[config.mk]
export PLATFORM = sky130hd
export DESIGN_NAME = muldiv_seq_flat
export DESIGN_NICKNAME = d
export VERILOG_FILES = /design/src/rtl/muldiv_seq_if.sv /design/src/rtl/muldiv_seq.sv /design/src/flat_wrapper.sv
export SDC_FILE = /design/constraint.sdc
export NUM_CORES = 1
export LEC_CHECK = 0
export BUFFER_PORTS_ARGS = -buffer_cell sky130_fd_sc_hd__buf_2
export CORE_MARGIN = 3
export CORE_UTILIZATION = 60
export DETAILED_ROUTE_END_ITERATION = 7
export PLACE_DENSITY = 0.83
export SLEW_MARGIN = 20
export SYNTH_ARGS = -nofsm -noshare
export SYNTH_HDL_FRONTEND = slang
export SYNTH_SLANG_ARGS = --single-unit
[constraint.sdc]
create_clock -name clk_i -period 3.4 [get_ports clk_i]
set_input_delay 0.34 -clock clk_i [delete_from_list [all_inputs] [get_ports clk_i]]
set_output_delay 0.34 -clock clk_i [all_outputs]
set_load 0.01 [all_outputs]
[src/rtl/muldiv_seq_if.sv]
// Request/response bundle for the sequential RV32M multiply/divide unit.
// slave = the unit, master = the issuing pipeline.
interface muldiv_seq_if #(parameter int TAG_WIDTH = 5);
  logic                 valid_i;
  logic                 ready_o;
  logic [2:0]           op_i;
  logic [31:0]          opa_i;
  logic [31:0]          opb_i;
  logic [TAG_WIDTH-1:0] tag_i;
  logic                 kill_i;
  logic                 valid_o;
  logic                 ready_i;
  logic [31:0]          result_o;
  logic [TAG_WIDTH-1:0] tag_o;
  logic                 illegal_o;
  logic                 busy_o;

  modport slave (
    input  valid_i, op_i, opa_i, opb_i, tag_i, kill_i, ready_i,
    output ready_o, valid_o, result_o, tag_o, illegal_o, busy_o
  );

  modport master (
    output valid_i, op_i, opa_i, opb_i, tag_i, kill_i, ready_i,
    input  ready_o, valid_o, result_o, tag_o, illegal_o, busy_o
  );
endinterface

[src/rtl/muldiv_seq.sv]
// Iterative RV32M multiply/divide: 32-step shift-add / restoring divide on magnitudes.
// Division datapath is present only when MULDIV_SEQ_DIV_EN is defined.
module muldiv_seq #(
  parameter int TAG_WIDTH = 5
) (
  input logic         clk_i,
  input logic         rst_ni,
  muldiv_seq_if.slave bus
);

  typedef enum logic [1:0] {IDLE, MUL, DIV, DONE} state_e;

  state_e               state;
  logic [5:0]           cnt;
  logic [1:0]           op_q;
  logic                 neg_q;
  logic [31:0]          hi, lo, mc;
  logic                 valid_q, illegal_q;
  logic [31:0]          result_q;
  logic [TAG_WIDTH-1:0] tag_q;

  logic                 accept;
  logic                 a_sgn, b_sgn, neg_a, neg_b;
  logic [31:0]          mag_a, mag_b;
  logic [32:0]          add;
  logic [63:0]          prod, prod_s;

  assign accept = bus.valid_i && (state == IDLE) && !bus.kill_i;

  always_comb begin
    if (bus.op_i[2]) begin
      a_sgn = !bus.op_i[0];
      b_sgn = !bus.op_i[0];
    end else begin
      a_sgn = (bus.op_i[1:0] != 2'b11);
      b_sgn = !bus.op_i[1];
    end
    neg_a = a_sgn && bus.opa_i[31];
    neg_b = b_sgn && bus.opb_i[31];
    mag_a = neg_a ? (~bus.opa_i + 32'd1) : bus.opa_i;
    mag_b = neg_b ? (~bus.opb_i + 32'd1) : bus.opb_i;
  end

  // {hi,lo} doubles as the 64-bit product: hi accumulates, lo shifts out the multiplier
  assign add    = {1'b0, hi} + (lo[0] ? {1'b0, mc} : 33'd0);
  assign prod   = {hi, lo};
  assign prod_s = neg_q ? (~prod + 64'd1) : prod;

`ifdef MULDIV_SEQ_DIV_EN
  logic        neg_r;
  logic [33:0] diff;
  logic [31:0] quo_s, rem_s;
  logic        ovf;

  // restoring step: hi is the partial remainder, lo shifts dividend out / quotient in
  assign diff  = {1'b0, hi, lo[31]} - {2'b00, mc};
  assign quo_s = neg_q ? (~lo + 32'd1) : lo;
  assign rem_s = neg_r ? (~hi + 32'd1) : hi;
  assign ovf   = !bus.op_i[0] && (bus.opa_i == 32'h8000_0000) && (bus.opb_i == 32'hFFFF_FFFF);
`endif

  always_ff @(posedge clk_i or negedge rst_ni) begin
    if (!rst_ni) begin
      state     <= IDLE;
      cnt       <= '0;
      op_q      <= '0;
      neg_q     <= 1'b0;
`ifdef MULDIV_SEQ_DIV_EN
      neg_r     <= 1'b0;
`endif
      hi        <= '0;
      lo        <= '0;
      mc        <= '0;
      valid_q   <= 1'b0;
      illegal_q <= 1'b0;
      result_q  <= '0;
      tag_q     <= '0;
    end else if (bus.kill_i && state != IDLE) begin
      state   <= IDLE;
      cnt     <= '0;
      valid_q <= 1'b0;
    end else begin
      case (state)
        IDLE: if (accept) begin
          op_q      <= bus.op_i[1:0];
          tag_q     <= bus.tag_i;
          cnt       <= '0;
          illegal_q <= 1'b0;
          neg_q     <= neg_a ^ neg_b;
          hi        <= '0;
          if (!bus.op_i[2]) begin
            mc    <= mag_a;
            lo    <= mag_b;
            state <= MUL;
          end
`ifdef MULDIV_SEQ_DIV_EN
          else if (bus.opb_i == 32'd0) begin
            result_q <= bus.op_i[1] ? bus.opa_i : 32'hFFFF_FFFF;
            valid_q  <= 1'b1;
            state    <= DONE;
          end else if (ovf) begin
            result_q <= bus.op_i[1] ? 32'd0 : 32'h8000_0000;
            valid_q  <= 1'b1;
            state    <= DONE;
          end else begin
            neg_r <= neg_a;
            mc    <= mag_b;
            lo    <= mag_a;
            state <= DIV;
          end
`else
          else begin
            result_q  <= '0;
            illegal_q <= 1'b1;
            valid_q   <= 1'b1;
            state     <= DONE;
          end
`endif
        end
        MUL: begin
          if (cnt == 6'd32) begin
            result_q <= (op_q == 2'b00) ? prod_s[31:0] : prod_s[63:32];
            valid_q  <= 1'b1;
            state    <= DONE;
          end else begin
            hi  <= add[32:1];
            lo  <= {add[0], lo[31:1]};
            cnt <= cnt + 6'd1;
          end
        end
`ifdef MULDIV_SEQ_DIV_EN
        DIV: begin
          if (cnt == 6'd32) begin
            result_q <= op_q[1] ? rem_s : quo_s;
            valid_q  <= 1'b1;
            state    <= DONE;
          end else begin
            if (!diff[33]) begin
              hi <= diff[31:0];
              lo <= {lo[30:0], 1'b1};
            end else begin
              hi <= {hi[30:0], lo[31]};
              lo <= {lo[30:0], 1'b0};
            end
            cnt <= cnt + 6'd1;
          end
        end
`else
        DIV: state <= IDLE;
`endif
        DONE: if (bus.ready_i) begin
          state   <= IDLE;
          valid_q <= 1'b0;
        end
        default: state <= IDLE;
      endcase
    end
  end

  assign bus.ready_o   = accept || ((state == IDLE) && !bus.kill_i && !bus.valid_i);
  assign bus.valid_o   = valid_q;
  assign bus.result_o  = result_q;
  assign bus.tag_o     = tag_q;
  assign bus.illegal_o = illegal_q;
  assign bus.busy_o    = (state != IDLE);

endmodule

[src/flat_wrapper.sv]
// flat-port wrapper written by rule: the top's interface ports become plain ports
module muldiv_seq_flat 
#(
  parameter int TAG_WIDTH = 5
)
  (clk_i, rst_ni, bus_valid_i, bus_op_i, bus_opa_i, bus_opb_i, bus_tag_i, bus_kill_i, bus_ready_i, bus_ready_o, bus_valid_o, bus_result_o, bus_tag_o, bus_illegal_o, bus_busy_o);
  muldiv_seq_if #(.TAG_WIDTH(TAG_WIDTH)) bus_i ();
  input logic clk_i;
  input logic rst_ni;
  input wire logic [$bits(bus_i.valid_i)-1:0] bus_valid_i;
  input wire logic [$bits(bus_i.op_i)-1:0] bus_op_i;
  input wire logic [$bits(bus_i.opa_i)-1:0] bus_opa_i;
  input wire logic [$bits(bus_i.opb_i)-1:0] bus_opb_i;
  input wire logic [$bits(bus_i.tag_i)-1:0] bus_tag_i;
  input wire logic [$bits(bus_i.kill_i)-1:0] bus_kill_i;
  input wire logic [$bits(bus_i.ready_i)-1:0] bus_ready_i;
  output wire logic [$bits(bus_i.ready_o)-1:0] bus_ready_o;
  output wire logic [$bits(bus_i.valid_o)-1:0] bus_valid_o;
  output wire logic [$bits(bus_i.result_o)-1:0] bus_result_o;
  output wire logic [$bits(bus_i.tag_o)-1:0] bus_tag_o;
  output wire logic [$bits(bus_i.illegal_o)-1:0] bus_illegal_o;
  output wire logic [$bits(bus_i.busy_o)-1:0] bus_busy_o;
  assign bus_i.valid_i = bus_valid_i;
  assign bus_i.op_i = bus_op_i;
  assign bus_i.opa_i = bus_opa_i;
  assign bus_i.opb_i = bus_opb_i;
  assign bus_i.tag_i = bus_tag_i;
  assign bus_i.kill_i = bus_kill_i;
  assign bus_i.ready_i = bus_ready_i;
  assign bus_ready_o = bus_i.ready_o;
  assign bus_valid_o = bus_i.valid_o;
  assign bus_result_o = bus_i.result_o;
  assign bus_tag_o = bus_i.tag_o;
  assign bus_illegal_o = bus_i.illegal_o;
  assign bus_busy_o = bus_i.busy_o;
  muldiv_seq #(.TAG_WIDTH(TAG_WIDTH)) u_core (.clk_i(clk_i), .rst_ni(rst_ni), .bus(bus_i));
endmodule
==> flow_summary.json <==
{
  "status": "completed",
  "top_usage_layer": "met2",
  "cts_made_buffers": 17,
  "max_freq_mhz": 307.4,
  "detailed_place_hpwl_um": 24740,
  "critPathSlowestCell": "dfrtp_1",
  "crit_start": "u_core.lo[0]",
  "antenna_found_initial": 0,
  "worstPathCellList": "buf_4, and2_1, ha_1, a21oi_1, o21ai_0, or3_1, o21ai_1, buf_4, a21oi_1, or3_1, a32o_1",
  "worstPathArrival_ps": 3580,
  "worstPathBufferInverterCount": 2,
  "synth_cell_types": 70,
  "avgSynthCellArea_sq_um": 8.120,
  "critPathKind": "register to register",
  "grt_util_met2_pct": 50.25,
  "vias": 10930,
  "overflow": 0,
  "clk_path_buf_depth": 2,
  "cap_violations": 0,
  "num-nets-final": 1558,
  "rsz0062_at_grt": "no",
  "grt_pass1_wl_um": 53110,
  "min_period_ps": 3253,
  "clk_latency_ps": 440,
  "drtAntennaViolNets": 0,
  "r2r_start": "u_core.lo[0]",
  "cts_sinks": 146,
  "diodes": 0,
  "die_w_um": 141.6,
  "setup_viol": 0,
  "synth.cell_area_sq_um": 11030,
  "grt_use_met1_pct": 47.86,
  "cts_root_buffer": "clkbuf_16",
  "ys_dominant_reg_cell": "dfrtp_1",
  "ys_ff_latch": 146,
  "cpLargestDelayFamily": "compound AO/OA/AOI/OAI gates",
  "fin_tns_setup_ps": 0,
  "synthArstFlopShare_pct": 100.0,
  "wire_per_inst_um": 19.66,
  "synth_cells": 1358,
  "via_per_inst": 6.500,
  "min_path_type": "input pin to register",
  "gp_congestion": 0.9693,
  "drc_errors": 0,
  "grt_pass1_vias": 10030,
  "clk_pin_slew_ps": 70,
  "port_buffers": 117,
  "crit_path_start_kind": "register",
  "drive_above_1_share_pct": 14.77,
  "p_per_area_nw_per_um2": 634.8,
  "grt_use_total_pct": 32.98,
  "dieArea_sq_um": 20040,
  "grtUsageMet3_pct": 7.314,
  "synth_edf_count": 0,
  "synth_seq_area_share_pct": 33.13,
  "grt_max_degree": 73,
  "row_count": 48,
  "crit_path_end_kind": "register",
  "worstMarginPinSlew_ps": 802.3,
  "cts_tree": "built",
  "io_pins": 118,
  "drt-pass1-iter-count": 6,
  "hold_viol_final": 0,
  "ys_warn_count": 0,
  "syn-num-nets": 1473,
  "postLayoutCoreUtil_pct": 70.54,
  "slew_violations": 0,
  "fin_worst_skew_ps": 12.34,
  "layout_commonest_cell": "nand2_1",
  "p_leak_nw": 5.543,
  "worstHoldStart": "bus_tag_i[3]",
  "die_h_um": 141.6,
  "slowest_delay_ps": 500,
  "worst-path-max-fanout": 25,
  "slew_headroom_pct": 46.39,
  "max-vdd-ir-drop_mv": 0.4937,
  "min_period_over_period_pct": 95.68,
  "final_cell_mix": "nand2_1 (184), o21ai_0 (160), dfrtp_1 (145)",
  "finalWirelength_um": 33050,
  "h-tree-depth": 4,
  "core_sq_um": 17660,
  "first_iter_violations": 1102,
  "power_mw": 7.906,
  "cp.required_ps": 3730,
  "area.growth.synth_to_final_pct": 12.95,
  "initial_core_util_pct": 62.45
}
[per-stage QoR]
step	instances	cell area, sq um	worst slack (ps)	hold slack (ps)
floorplan	1358	11030	330.7	44.41
global placement	1648	11850	361.2	294.1
detailed placement	1648	11850	303.2	291.6
CTS	1681	12450	252.8	115.9
global route	1681	12450	28.97	127.9
finish	1681	12450	147.0	128.7
[worst register-to-register path, cell delays in order (launching register included)]
cell,delay [ps]
dfrtp_1,500
buf_4,290
and2_1,160
ha_1,280
a21oi_1,180
o21ai_0,140
or3_1,320
o21ai_1,350
buf_4,250
a21oi_1,90
or3_1,340
a32o_1,250
[per-layer routing]
| layer | routed length [um] | vias to the layer above | share of wire, % |
|---|---|---|---|
| li1 | - | 5126 | - |
| met1 | 14520 | 5181 | 44 |
| met2 | 14500 | 558 | 44 |
| met3 | 3334 | 62 | 10 |
| met4 | 697 | 0 | 2.1 |
| met5 | 0 | - | 0 |
[flip-flops by register name (all words and copies together) (netlist names)]
register / cells
u_core.bus.result_o: 32
u_core.bus.illegal_o: 1
u_core.cnt: 6
u_core.hi: 32
u_core.neg_q: 1
u_core.op_q: 2
u_core.mc: 32
u_core.bus.valid_o: 1
u_core.state: 2
u_core.bus.tag_o: 5
u_core.lo: 32
[report_power, final]
part | total [mW] | internal [mW] | switching, mW
logic | 3.22 | 1.26 | 1.97
clock network | 1.96 | 1.11 | 0.852
registers | 2.72 | 2.08 | 0.640
[cell usage after synthesis (10+ instances only)]
cell type	n	area (sq um)
nand2_1	184	690.7
o21ai_0	160	800.8
dfrtp_1	146	3654
nor2_1	85	319.1
a21oi_1	83	415.4
clkbuf_1	79	296.5
xor2_1	64	560.5
xnor2_1	59	516.8
and2_1	37	231.5
ha_1	37	462.9
nor3_1	36	180.2
o31ai_1	34	255.2
inv_1	25	93.84
or3_1	25	156.4
a22oi_1	23	172.7
nand3_1	20	100.1
nor4_1	17	106.4
nand4_1	16	100.1
nand2b_1	15	93.84
o41ai_1	14	122.6
a21o_1	13	97.59
o21a_1	12	90.09
and3_1	11	68.82
mux2i_1	10	100.1
or4_1	10	75.07
[final timing paths]
| kind | endpoint | slack, ps | depth (start not counted) |
|---|---|---|---|
| setup / recovery | u_core.hi[17] | 150 | 11 |
| hold / removal | u_core.bus.tag_o[3] | 130 | 2 |
| setup reg to reg | u_core.hi[17] | 150 | 11 |
| hold reg to reg | u_core.bus.result_o[4] | 460 | 2 |
| max in group asynchronous | u_core.mc[11] | 2190 | 3 |
| min in group asynchronous | u_core.lo[8] | 400 | 2 |
[cell families after synthesis]
logic type               Yosys count  share of synthesized area [%]
AND/OR/NAND/NOR                  498                          22.83
adder cells (fa/ha/maj)           38                          4.380
multiplexers                      18                          1.725
flip-flops                       146                          33.13
AO/OA/AOI/OAI                    426                          24.27
XOR/XNOR                         123                          9.770
buffers and inverters            109                          3.892
[cell type report]
cell class,count,area [sq um]
Clock buffer,18,429.2
Clock inverter,14,166.4
Timing Repair Buffer,150,867.1
Tap cell,225,281.5
Sequential cell,146,3655
Multi-Input combinational cell,1103,6962
Fill cell,1417,5202
Inverter,25,93.84
[what timing repair did]
item / CTS / global route
endpoints found under the hold margin: 45 / 0
hold buffers: 1 / 0
setup endpoints to repair: 0 / 1
resized for setup: 0 / 1
buffers inserted: 0 / 0
Note: power is estimated with default switching activity, not from simulation.
